[src/rtl/mesh_router.sv]
// mesh_router: five-port mesh node (L, N, E, S, W) for a COLS x ROWS mesh.
// Each node knows its (X,Y) position and disables ports that face off the
// mesh edge. Single-flit packets are queued per input, routed X-then-Y, and
// granted round-robin per output into a registered valid/ready stage.
//
// Ports:
//   clk, reset            rising-edge clock, synchronous active-high reset
//   in_valid/in_flit      per-port input flit, slice p = [p*FLIT_W +: FLIT_W]
//   in_ready              per-port input ready (0 on disabled ports / reset)
//   out_valid/out_flit    per-port registered output
//   out_ready             per-port downstream ready
//   drop_count            saturating count of out-of-range flits discarded
// Port index: 0=L 1=N 2=E 3=S 4=W.
// Flit: [FLIT_W-1 -: XW] dest_x, then YW bits dest_y, [DATA_W-1:0] payload.
module mesh_router #(
  parameter int COLS   = 4,
  parameter int ROWS   = 4,
  parameter int X      = 0,
  parameter int Y      = 0,
  parameter int DATA_W = 8,
  parameter int DEPTH  = 4,
  localparam int XW     = ($clog2(COLS) > 1) ? $clog2(COLS) : 1,
  localparam int YW     = ($clog2(ROWS) > 1) ? $clog2(ROWS) : 1,
  localparam int FLIT_W = XW + YW + DATA_W
) (
  input  logic                clk,
  input  logic                reset,
  input  logic [4:0]          in_valid,
  input  logic [5*FLIT_W-1:0] in_flit,
  output logic [4:0]          in_ready,
  output logic [4:0]          out_valid,
  output logic [5*FLIT_W-1:0] out_flit,
  input  logic [4:0]          out_ready,
  output logic [15:0]         drop_count
);

  localparam int AW  = $clog2(DEPTH);
  localparam int P_L = 0;
  localparam int P_N = 1;
  localparam int P_E = 2;
  localparam int P_S = 3;
  localparam int P_W = 4;

  // Bit 5 flags an out-of-range destination; bits 4:0 are a one-hot port.
  function automatic logic [5:0] route_of(input logic [XW-1:0] dx,
                                          input logic [YW-1:0] dy);
    logic [5:0] r;
    r = '0;
    if (32'(dx) >= 32'(COLS) || 32'(dy) >= 32'(ROWS)) r[5]   = 1'b1;
    else if (32'(dx) > 32'(X))                        r[P_E] = 1'b1;
    else if (32'(dx) < 32'(X))                        r[P_W] = 1'b1;
    else if (32'(dy) > 32'(Y))                        r[P_S] = 1'b1;
    else if (32'(dy) < 32'(Y))                        r[P_N] = 1'b1;
    else                                              r[P_L] = 1'b1;
    return r;
  endfunction

  logic [4:0]        w_en;
  logic [4:0]        w_full;
  logic [4:0]        w_live;
  logic [4:0]        w_push;
  logic [4:0]        w_pop;
  logic [4:0]        w_drop;
  logic [FLIT_W-1:0] w_head [5];
  logic [5:0]        w_rt   [5];
  logic [4:0]        w_req  [5];  // indexed [input][output]
  logic [4:0]        w_gnt  [5];  // indexed [output][input]
  logic [2:0]        w_gidx [5];
  logic [4:0]        w_hit;
  logic [FLIT_W-1:0] w_sel  [5];
  logic [2:0]        w_ndrop;
  logic [16:0]       w_dsum;

  logic [FLIT_W-1:0] r_mem [5][DEPTH];
  logic [AW-1:0]     r_rd  [5];
  logic [AW-1:0]     r_wr  [5];
  logic [AW:0]       r_cnt [5];
  logic [4:0]        r_ov;
  logic [FLIT_W-1:0] r_of  [5];
  logic [2:0]        r_ptr [5];
  logic [15:0]       r_drop;

  assign w_en = {(X > 0), (Y < ROWS - 1), (X < COLS - 1), (Y > 0), 1'b1};

  assign in_ready   = w_en & ~w_full & {5{~reset}};
  assign w_push     = in_valid & in_ready;
  assign out_valid  = r_ov;
  assign drop_count = r_drop;

  for (genvar gi = 0; gi < 5; gi++) begin : g_in
    // DEPTH is a power of two, so the count MSB alone means full.
    assign w_full[gi] = r_cnt[gi][AW];
    assign w_live[gi] = w_en[gi] && (r_cnt[gi] != '0);
    assign w_head[gi] = r_mem[gi][r_rd[gi]];
    assign w_rt[gi]   = route_of(w_head[gi][FLIT_W-1 -: XW],
                                 w_head[gi][DATA_W +: YW]);
    assign w_drop[gi] = w_live[gi] && w_rt[gi][5];
    assign w_req[gi]  = (w_live[gi] && !w_rt[gi][5]) ? (w_rt[gi][4:0] & w_en) : '0;
    assign out_flit[gi*FLIT_W +: FLIT_W] = r_of[gi];
  end

  // Round-robin grant per output, searching from last winner + 1.
  // Each head requests exactly one output, so an input wins at most once.
  always_comb begin
    logic [2:0] idx;
    idx = '0;
    for (int unsigned o = 0; o < 5; o++) begin
      w_gnt[o]  = '0;
      w_gidx[o] = '0;
      w_hit[o]  = 1'b0;
      w_sel[o]  = '0;
      if (!r_ov[o] || out_ready[o]) begin
        for (int unsigned k = 1; k <= 5; k++) begin
          idx = 3'((32'(r_ptr[o]) + k) % 5);
          if (!w_hit[o] && w_req[idx][o]) begin
            w_hit[o]      = 1'b1;
            w_gnt[o][idx] = 1'b1;
            w_gidx[o]     = idx;
            w_sel[o]      = w_head[idx];
          end
        end
      end
    end
  end

  always_comb begin
    w_pop   = w_drop;
    w_ndrop = '0;
    for (int unsigned o = 0; o < 5; o++) w_pop = w_pop | w_gnt[o];
    for (int unsigned i = 0; i < 5; i++) w_ndrop = w_ndrop + 3'(w_drop[i]);
  end

  assign w_dsum = {1'b0, r_drop} + 17'(w_ndrop);

  // FIFO storage: no reset needed, validity is tracked by the counters.
  always_ff @(posedge clk) begin
    for (int unsigned i = 0; i < 5; i++) begin
      if (w_push[i]) r_mem[i][r_wr[i]] <= in_flit[i*FLIT_W +: FLIT_W];
    end
  end

  always_ff @(posedge clk) begin
    if (reset) begin
      for (int unsigned i = 0; i < 5; i++) begin
        r_rd[i]  <= '0;
        r_wr[i]  <= '0;
        r_cnt[i] <= '0;
      end
    end else begin
      for (int unsigned i = 0; i < 5; i++) begin
        if (w_push[i]) r_wr[i] <= r_wr[i] + 1'b1;
        if (w_pop[i])  r_rd[i] <= r_rd[i] + 1'b1;
        if (w_push[i] && !w_pop[i])      r_cnt[i] <= r_cnt[i] + 1'b1;
        else if (!w_push[i] && w_pop[i]) r_cnt[i] <= r_cnt[i] - 1'b1;
      end
    end
  end

  always_ff @(posedge clk) begin
    if (reset) begin
      r_ov   <= '0;
      r_drop <= '0;
      for (int unsigned o = 0; o < 5; o++) begin
        r_of[o]  <= '0;
        r_ptr[o] <= 3'd4;
      end
    end else begin
      r_drop <= w_dsum[16] ? '1 : w_dsum[15:0];
      for (int unsigned o = 0; o < 5; o++) begin
        if (!r_ov[o] || out_ready[o]) begin
          r_ov[o] <= w_hit[o];
          if (w_hit[o]) begin
            r_of[o]  <= w_sel[o];
            r_ptr[o] <= w_gidx[o];
          end
        end
      end
    end
  end

endmodule

[config.mk]
export PLATFORM = sky130hd
export DESIGN_NAME = mesh_router
export DESIGN_NICKNAME = d
export VERILOG_FILES = /design/src/rtl/mesh_router.sv
export SDC_FILE = /design/constraint.sdc
export NUM_CORES = 1
export LEC_CHECK = 0
export ABC_AREA = 0
export ABC_CLOCK_PERIOD_IN_PS = 13000
export CORE_MARGIN = 5
export CORE_UTILIZATION = 60
export DETAILED_ROUTE_END_ITERATION = 10
export PLACE_DENSITY = 0.91
export SYNTH_ARGS = -nofsm -noshare
export SYNTH_HDL_FRONTEND = slang
export SYNTH_SLANG_ARGS = --single-unit
export TNS_END_PERCENT = 30
[constraint.sdc]
create_clock -name clk -period 13 [get_ports clk]
set_input_delay 1.3 -clock clk [delete_from_list [all_inputs] [get_ports clk]]
set_output_delay 1.3 -clock clk [all_outputs]
set_load 0.02 [all_outputs]
==> metrics, run 1 <==
placeable core area 0.0276 mm2; TritonCTS buffer count 22; placer congestion estimate ~0.96; vias in the first global route between 10000 and 15000; number of violations reported at the end of detailed-routing iteration 0 just over 2000; crit path kind flip-flop to flip-flop; global-route wire length before repair just over 70 mm; register cell area after layout 0.00637 mm2; post-synthesis instance total 1627; Worst-Skew Late Latency 0.54 ns; Yosys Warn Count 0; antenna violations before repair 0; RSZ-0062 raised after global routing false; Num Clock Sinks about 210; number of unique standard cell types used by synthesis 106; f_max roughly 130 MHz; data arrival time at the worst-slack endpoint 7.71 ns; Layout fillers between 2000 and 2500; # IOs about 160; pin count of the biggest net entering global routing 31; Post-Syn Area per Cell slightly above 10 um2; number of buffers inserted by port buffering 85; floorplan die area 0.0313 mm2; post-DP HPWL around 32 mm; post-synthesis instance area 0.0167 mm2; crit path max fanout 30; required time of the worst setup path 13.27 ns; hold crit path type flip-flop to flip-flop; violated checks design-rule violations; TritonCTS clock tree built; maximum clock path buffer count 3; shortest period the worst path allows approximately 7.4 ns; drt wl/cell roughly 22 um; Seq cells post-synth roughly 210; total number of nets in the final design between 1500 and 2000; CTS Root Buffer Type sky130_fd_sc_hd__clkbuf_16; footprint of the multi-input gates approximately 0.0095 mm2; post-cts gate resize count 0; startpoint types flip-flop; clock transition time at the flip-flop clock pins of the worst setup and hold paths around 0.06 ns; number of failing setup endpoints in the final timing report 0; Routed WL approximately 46 mm; Die Ht about 180 um; highest-count cells in the layout ignoring fill and taps sky130_fd_sc_hd__edfxtp_1, sky130_fd_sc_hd__nor2_1, sky130_fd_sc_hd__mux2i_1; final count of pins violating max slew 0; Final TNS setup 0 ns; final worst-path cycle share 0.572; DRC Markers 1; number of inserted diodes 0; Rows between 60 and 70; outcome finished with violations; number of hold-slack violations in the final timing report 0; antenna viol nets, final 0; Setup Fix Bufs, Post-CTS 0; GRT Resource Usage Total 0.283; Worst Setup End Kind flip-flop; via count approximately 14000; proportion of layout cells with a drive suffix above 1 0.107; horizontal die dimension 177 um; Starting Density 0.605; Worst Clk Skew between 0.02 and 0.025 ns; number of enable-type register cells in the synthesized netlist 210; fraction of the yosys area taken by sequential cells 0.381; Max H-tree Level 1; Primary FF master, synth sky130_fd_sc_hd__edfxtp_1; share of synthesized flip-flops with an asynchronous set or reset 0; most common cell after layout, fill and taps aside sky130_fd_sc_hd__edfxtp_1; relative area change from synthesis to final layout 9.30%; Least-Margin Pin Slew about 1.3 ns; number of optimization iterations in the first detailed-route pass 10; number of buffers inserted for hold repair after clock tree synthesis 0; Relative slew margins 0.114; overflow left after global routing 0; max-capacitance violation count 0; ratio of routed vias to standard cells roughly 6.7
[Yosys cell counts, types with 11 or more instances]
master / instances / share of area
sky130_fd_sc_hd__a211oi_1: 25 / 0.011
sky130_fd_sc_hd__a21oi_1: 100 / 0.030
sky130_fd_sc_hd__a31oi_1: 15 / 0.0056
sky130_fd_sc_hd__and2_1: 16 / 0.0060
sky130_fd_sc_hd__and3_1: 22 / 0.0082
sky130_fd_sc_hd__buf_1: 14 / 0.0031
sky130_fd_sc_hd__buf_2: 17 / 0.0051
sky130_fd_sc_hd__buf_4: 47 / 0.021
sky130_fd_sc_hd__clkbuf_1: 63 / 0.014
sky130_fd_sc_hd__edfxtp_1: 210 / 0.38
sky130_fd_sc_hd__ha_1: 90 / 0.067
sky130_fd_sc_hd__inv_1: 69 / 0.016
sky130_fd_sc_hd__mux2_2: 28 / 0.019
sky130_fd_sc_hd__mux2i_1: 110 / 0.066
sky130_fd_sc_hd__mux4_2: 36 / 0.049
sky130_fd_sc_hd__nand2_1: 102 / 0.023
sky130_fd_sc_hd__nand2b_1: 34 / 0.013
sky130_fd_sc_hd__nand3_1: 31 / 0.0093
sky130_fd_sc_hd__nor2_1: 115 / 0.026
sky130_fd_sc_hd__nor2b_1: 23 / 0.0086
sky130_fd_sc_hd__nor3_1: 32 / 0.0096
sky130_fd_sc_hd__o211ai_1: 19 / 0.0085
sky130_fd_sc_hd__o21a_1: 16 / 0.0072
sky130_fd_sc_hd__o21ai_0: 45 / 0.013
sky130_fd_sc_hd__o221ai_1: 16 / 0.0084
sky130_fd_sc_hd__o22ai_1: 26 / 0.0097
sky130_fd_sc_hd__o31ai_1: 11 / 0.0049
sky130_fd_sc_hd__or2_2: 25 / 0.0094
sky130_fd_sc_hd__or3_1: 11 / 0.0041
sky130_fd_sc_hd__xnor2_1: 32 / 0.017
[final cells by class]
type | count | area share
clock buffer | 26 | 0.0310
tap | 378 | 0.0259
inverter | 78 | 0.0160
timing repair buffer | 100 | 0.0528
multi-input combinational | 1241 | 0.519
sequential | 213 | 0.349
clock inverter | 14 | 0.00706
[worst paths after layout]
check               from           to  slack, ns  depth (start not counted)
max reg2reg  r_ptr[0][0]  r_cnt[2][2]       5.56                         26
max          r_ptr[0][0]  r_cnt[2][2]       5.56                         26
min reg2reg  r_cnt[3][0]  r_cnt[3][0]       0.59                          1
min          r_cnt[3][0]  r_cnt[3][0]       0.59                          1
[sequential cells by signal, summed over array words and instances (netlist names)]
register	count
out_valid	3
r_cnt	9
r_mem	144
r_of	36
r_ptr	9
r_rd	6
r_wr	6
[layer usage]
| metal | GRT usage | vias to the layer above | wire length (um) |
|---|---|---|---|
| met5 | 0 | - | 0 |
| met1 | 0.362 | 6495 | 17200 |
| met3 | 0.0493 | 203 | 4540 |
| met4 | 0.122 | 0 | 2470 |
| li1 | - | 6125 | - |
| met2 | 0.477 | 891 | 21700 |
[critical path, stage by stage, from the launching register on]
cell	delay, ns
sky130_fd_sc_hd__edfxtp_1	0.32
sky130_fd_sc_hd__buf_4	0.32
sky130_fd_sc_hd__inv_2	0.22
sky130_fd_sc_hd__ha_1	0.57
sky130_fd_sc_hd__clkinv_1	0.39
sky130_fd_sc_hd__ha_1	0.34
sky130_fd_sc_hd__or2_2	0.32
sky130_fd_sc_hd__o211ai_1	0.25
sky130_fd_sc_hd__and2_1	0.27
sky130_fd_sc_hd__inv_1	0.09
sky130_fd_sc_hd__ha_1	0.17
sky130_fd_sc_hd__nand2b_1	0.16
sky130_fd_sc_hd__o2111ai_1	0.13
sky130_fd_sc_hd__and3_1	0.31
sky130_fd_sc_hd__mux2_2	0.21
sky130_fd_sc_hd__o211ai_1	0.14
sky130_fd_sc_hd__a211oi_4	0.39
sky130_fd_sc_hd__or3b_1	0.57
sky130_fd_sc_hd__o221ai_1	0.36
sky130_fd_sc_hd__a22oi_1	0.26
sky130_fd_sc_hd__a21oi_1	0.24
sky130_fd_sc_hd__inv_1	0.09
sky130_fd_sc_hd__fa_1	0.47
sky130_fd_sc_hd__xor2_1	0.17
sky130_fd_sc_hd__a21oi_1	0.06
sky130_fd_sc_hd__a21oi_1	0.17
sky130_fd_sc_hd__o221ai_1	0.14
[logic make-up (layout without fill, tap and decap cells)]
logic type | after synthesis | count (layout) | synth area share
AOI/OAI and AO/OA | 396 | 396 | 0.171
xor gates and xnor gates | 44 | 44 | 0.0267
adders and majority gates | 93 | 93 | 0.0710
buffers and inverters | 222 | 218 | 0.0631
DFF | 213 | 213 | 0.381
muxes | 175 | 175 | 0.135
other | 1 | 50 | 0.000224
and+or+nand+nor | 483 | 483 | 0.152
[metrics by stage]
stage          std cells  setup slack [ns]   util  cell area (um2)  hold slack (ns)
2_1_floorplan       1676              6.76      -            16900            0.545
3_3_place_gp        2010              5.95  0.636            17600            0.574
3_5_place_dp        2010              5.77  0.636            17600            0.585
4_1_cts             2050              5.76  0.661            18300            0.595
5_1_grt             2050              5.16  0.661            18300            0.624
6_report            2050              5.56  0.661            18300            0.592
Power of run 1 is left out: the tool's default activity adds up to more than one toggle a clock period on the data nets, which glitch-free logic cannot reach.
==> inputs of run 2 (changes only) <==
Settings changed: ABC_CLOCK_PERIOD_IN_PS 13000 to 6200, CORE_UTILIZATION 60 to 53, PLACE_DENSITY 0.91 to 0.86.
Clock period 13 ns to 6.2 ns, I/O delays scaled along.
==> metrics, run 2 (synthesis gave the netlist of run 1 again) <==
clock transition time at the flip-flop clock pins of the worst setup and hold paths 0.06 ns (about the same); Starting Density 0.534 (-0.0711); core occupancy in the finished layout 0.606 (-0.0553); number of inserted diodes 0 (unchanged); total number of nets in the final design 1886 (+3.6%); hold crit path type flip-flop to flip-flop; number of failing setup endpoints in the final timing report 0 (unchanged); startpoint types flip-flop; placed instance count 2089 (+3.9%); Rows 65 (+6.6%); pin count of the biggest net entering global routing 29 (-6.5%); overflow left after global routing 0 (unchanged); placer congestion estimate 0.978 (+2.0%); antenna violations before repair 1 (+1); number of violations reported at the end of detailed-routing iteration 0 1522 (-26%); maximum clock path buffer count 3 (unchanged); highest-count cells in the layout ignoring fill and taps sky130_fd_sc_hd__edfxtp_1, sky130_fd_sc_hd__nor2_1, sky130_fd_sc_hd__mux2i_1; slack of the critical path 0.418 ns (-5.14 ns); f_max 173 MHz (+29%); RSZ-0062 raised after global routing false; shortest period the worst path allows 5.78 ns (-1.66 ns); drt wl/cell 21.5 um (-4.2%); number of buffers inserted for hold repair after clock tree synthesis 0 (unchanged); DRC Markers 0 (-1); GRT Resource Usage Total 0.249 (-0.0340); number of flip-flops in the largest register 144 (unchanged); Worst Clk Skew 0.0152 ns (-0.00859 ns); data arrival time at the worst-slack endpoint 6.05 ns (-1.66 ns); relative area change from synthesis to final layout 13.5%; final worst-path cycle share 0.933 (+0.360); number of buffers inserted by port buffering 85 (unchanged); TritonCTS buffer count 23 (+4.5%); horizontal die dimension 188 um (+6.0%); list of cells traversed by the critical path buf_4 > ha_1 > xor2_4 > ha_1 > nor3_1 > o22ai_1 > xnor2_1 > inv_1 > ha_1 > nand2b_1 > a31o_2 > xnor2_2 > mux2i_1 > and3_1 > nand4_1 > a31oi_1 > a2111oi_4 > nand2b_1 > fa_1 > nand2b_1 > a21oi_1 > a2111oi_4; global-route wire length before repair 71.9 mm (+1.5%); Layout fillers 2417 (+17%); Worst-Skew Late Latency 0.54 ns (about the same); post-placement setup slack 0.153 ns (-5.62 ns); delay contributed by the slowest stage of the critical path 0.58 ns (about the same); final count of pins violating max slew 0 (unchanged); Routed WL 46.0 mm (about the same); outcome completed; Final TNS setup 0 ns (unchanged); most common cell after layout, fill and taps aside sky130_fd_sc_hd__edfxtp_1; CTS Root Buffer Type sky130_fd_sc_hd__clkbuf_16; required time of the worst setup path 6.47 ns (-6.80 ns); post-DP HPWL 33.1 mm (+2.9%); Relative slew margins 0.221 (+0.107); crit path kind flip-flop to flip-flop; Die Ht 188 um (+6.0%); ratio of routed vias to standard cells 6.41 (-4.2%); Num Clock Sinks 213 (unchanged); number of optimization iterations in the first detailed-route pass 8 (-2); Worst Path Buf+Inv 2 (-3); number of hold-slack violations in the final timing report 0 (unchanged); # IOs 158 (unchanged); Least-Margin Pin Slew 1.16 ns (-0.159 ns); proportion of layout cells with a drive suffix above 1 0.150 (+0.0426); via count 13700 (-0.044%); number of cells in the finished layout apart from fillers 2139 (+4.3%); Max H-tree Level 1 (unchanged); TritonCTS clock tree built; antenna viol nets, final 0 (unchanged); crit path max fanout 11 (-63%); family with the most delay on the worst path compound AO/OA/AOI/OAI gates; slowest CP cell sky130_fd_sc_hd__a31oi_1; vias in the first global route 13200 (+2.0%); floorplan die area 0.0352 mm2 (+12%); max-capacitance violation count 0 (unchanged); Worst Setup End Kind flip-flop; placeable core area 0.0313 mm2 (+13%)
-- run 2: cell type report --
type,count,area [um2],share of cell area
multi-input cells,1241,9550,0.504
flip-flops and latches,213,6370,0.336
repair buffers,164,1440,0.0761
clock buffers,26,587,0.0309
well taps,402,503,0.0265
inverters,78,294,0.0155
clock inverters,15,216,0.0114
-- run 2: path summary, 6_finish.rpt --
check | start | endpoint | slack (ns) | cells past startpoint
setup / recovery | r_ptr[0][1] | r_cnt[3][2] | 0.42 | 22
hold / removal | r_cnt[3][0] | r_cnt[3][0] | 0.57 | 1
setup reg to reg | r_ptr[0][1] | r_cnt[3][2] | 0.42 | 22
hold reg to reg | r_cnt[3][0] | r_cnt[3][0] | 0.57 | 1
-- run 2: timing repair --
item / CTS / global route
hold endpoints to repair: 0 / 0
resized for setup: 0 / 19
endpoints found under the setup margin: 0 / 9
buffers inserted: 0 / 9
-- run 2: metrics by stage --
| stage | hold slack [ns] | area, um2 |
|---|---|---|
| finish | 0.575 | 19000 |
| global route | 0.612 | 19000 |
| CTS | 0.579 | 18800 |
| detailed placement | 0.570 | 18000 |
| global placement | 0.567 | 18000 |
| floorplan | 0.545 | 16900 |
-- run 2: layer usage --
layer | track usage | share of wire | wire, um
met4 | 0.108 | 0.048 | 2190
met2 | 0.420 | 0.48 | 22000
met3 | 0.0439 | 0.084 | 3850
met5 | 0 | 0.00043 | 20
met1 | 0.317 | 0.39 | 18000
Power of run 2 is left out for the same reason.
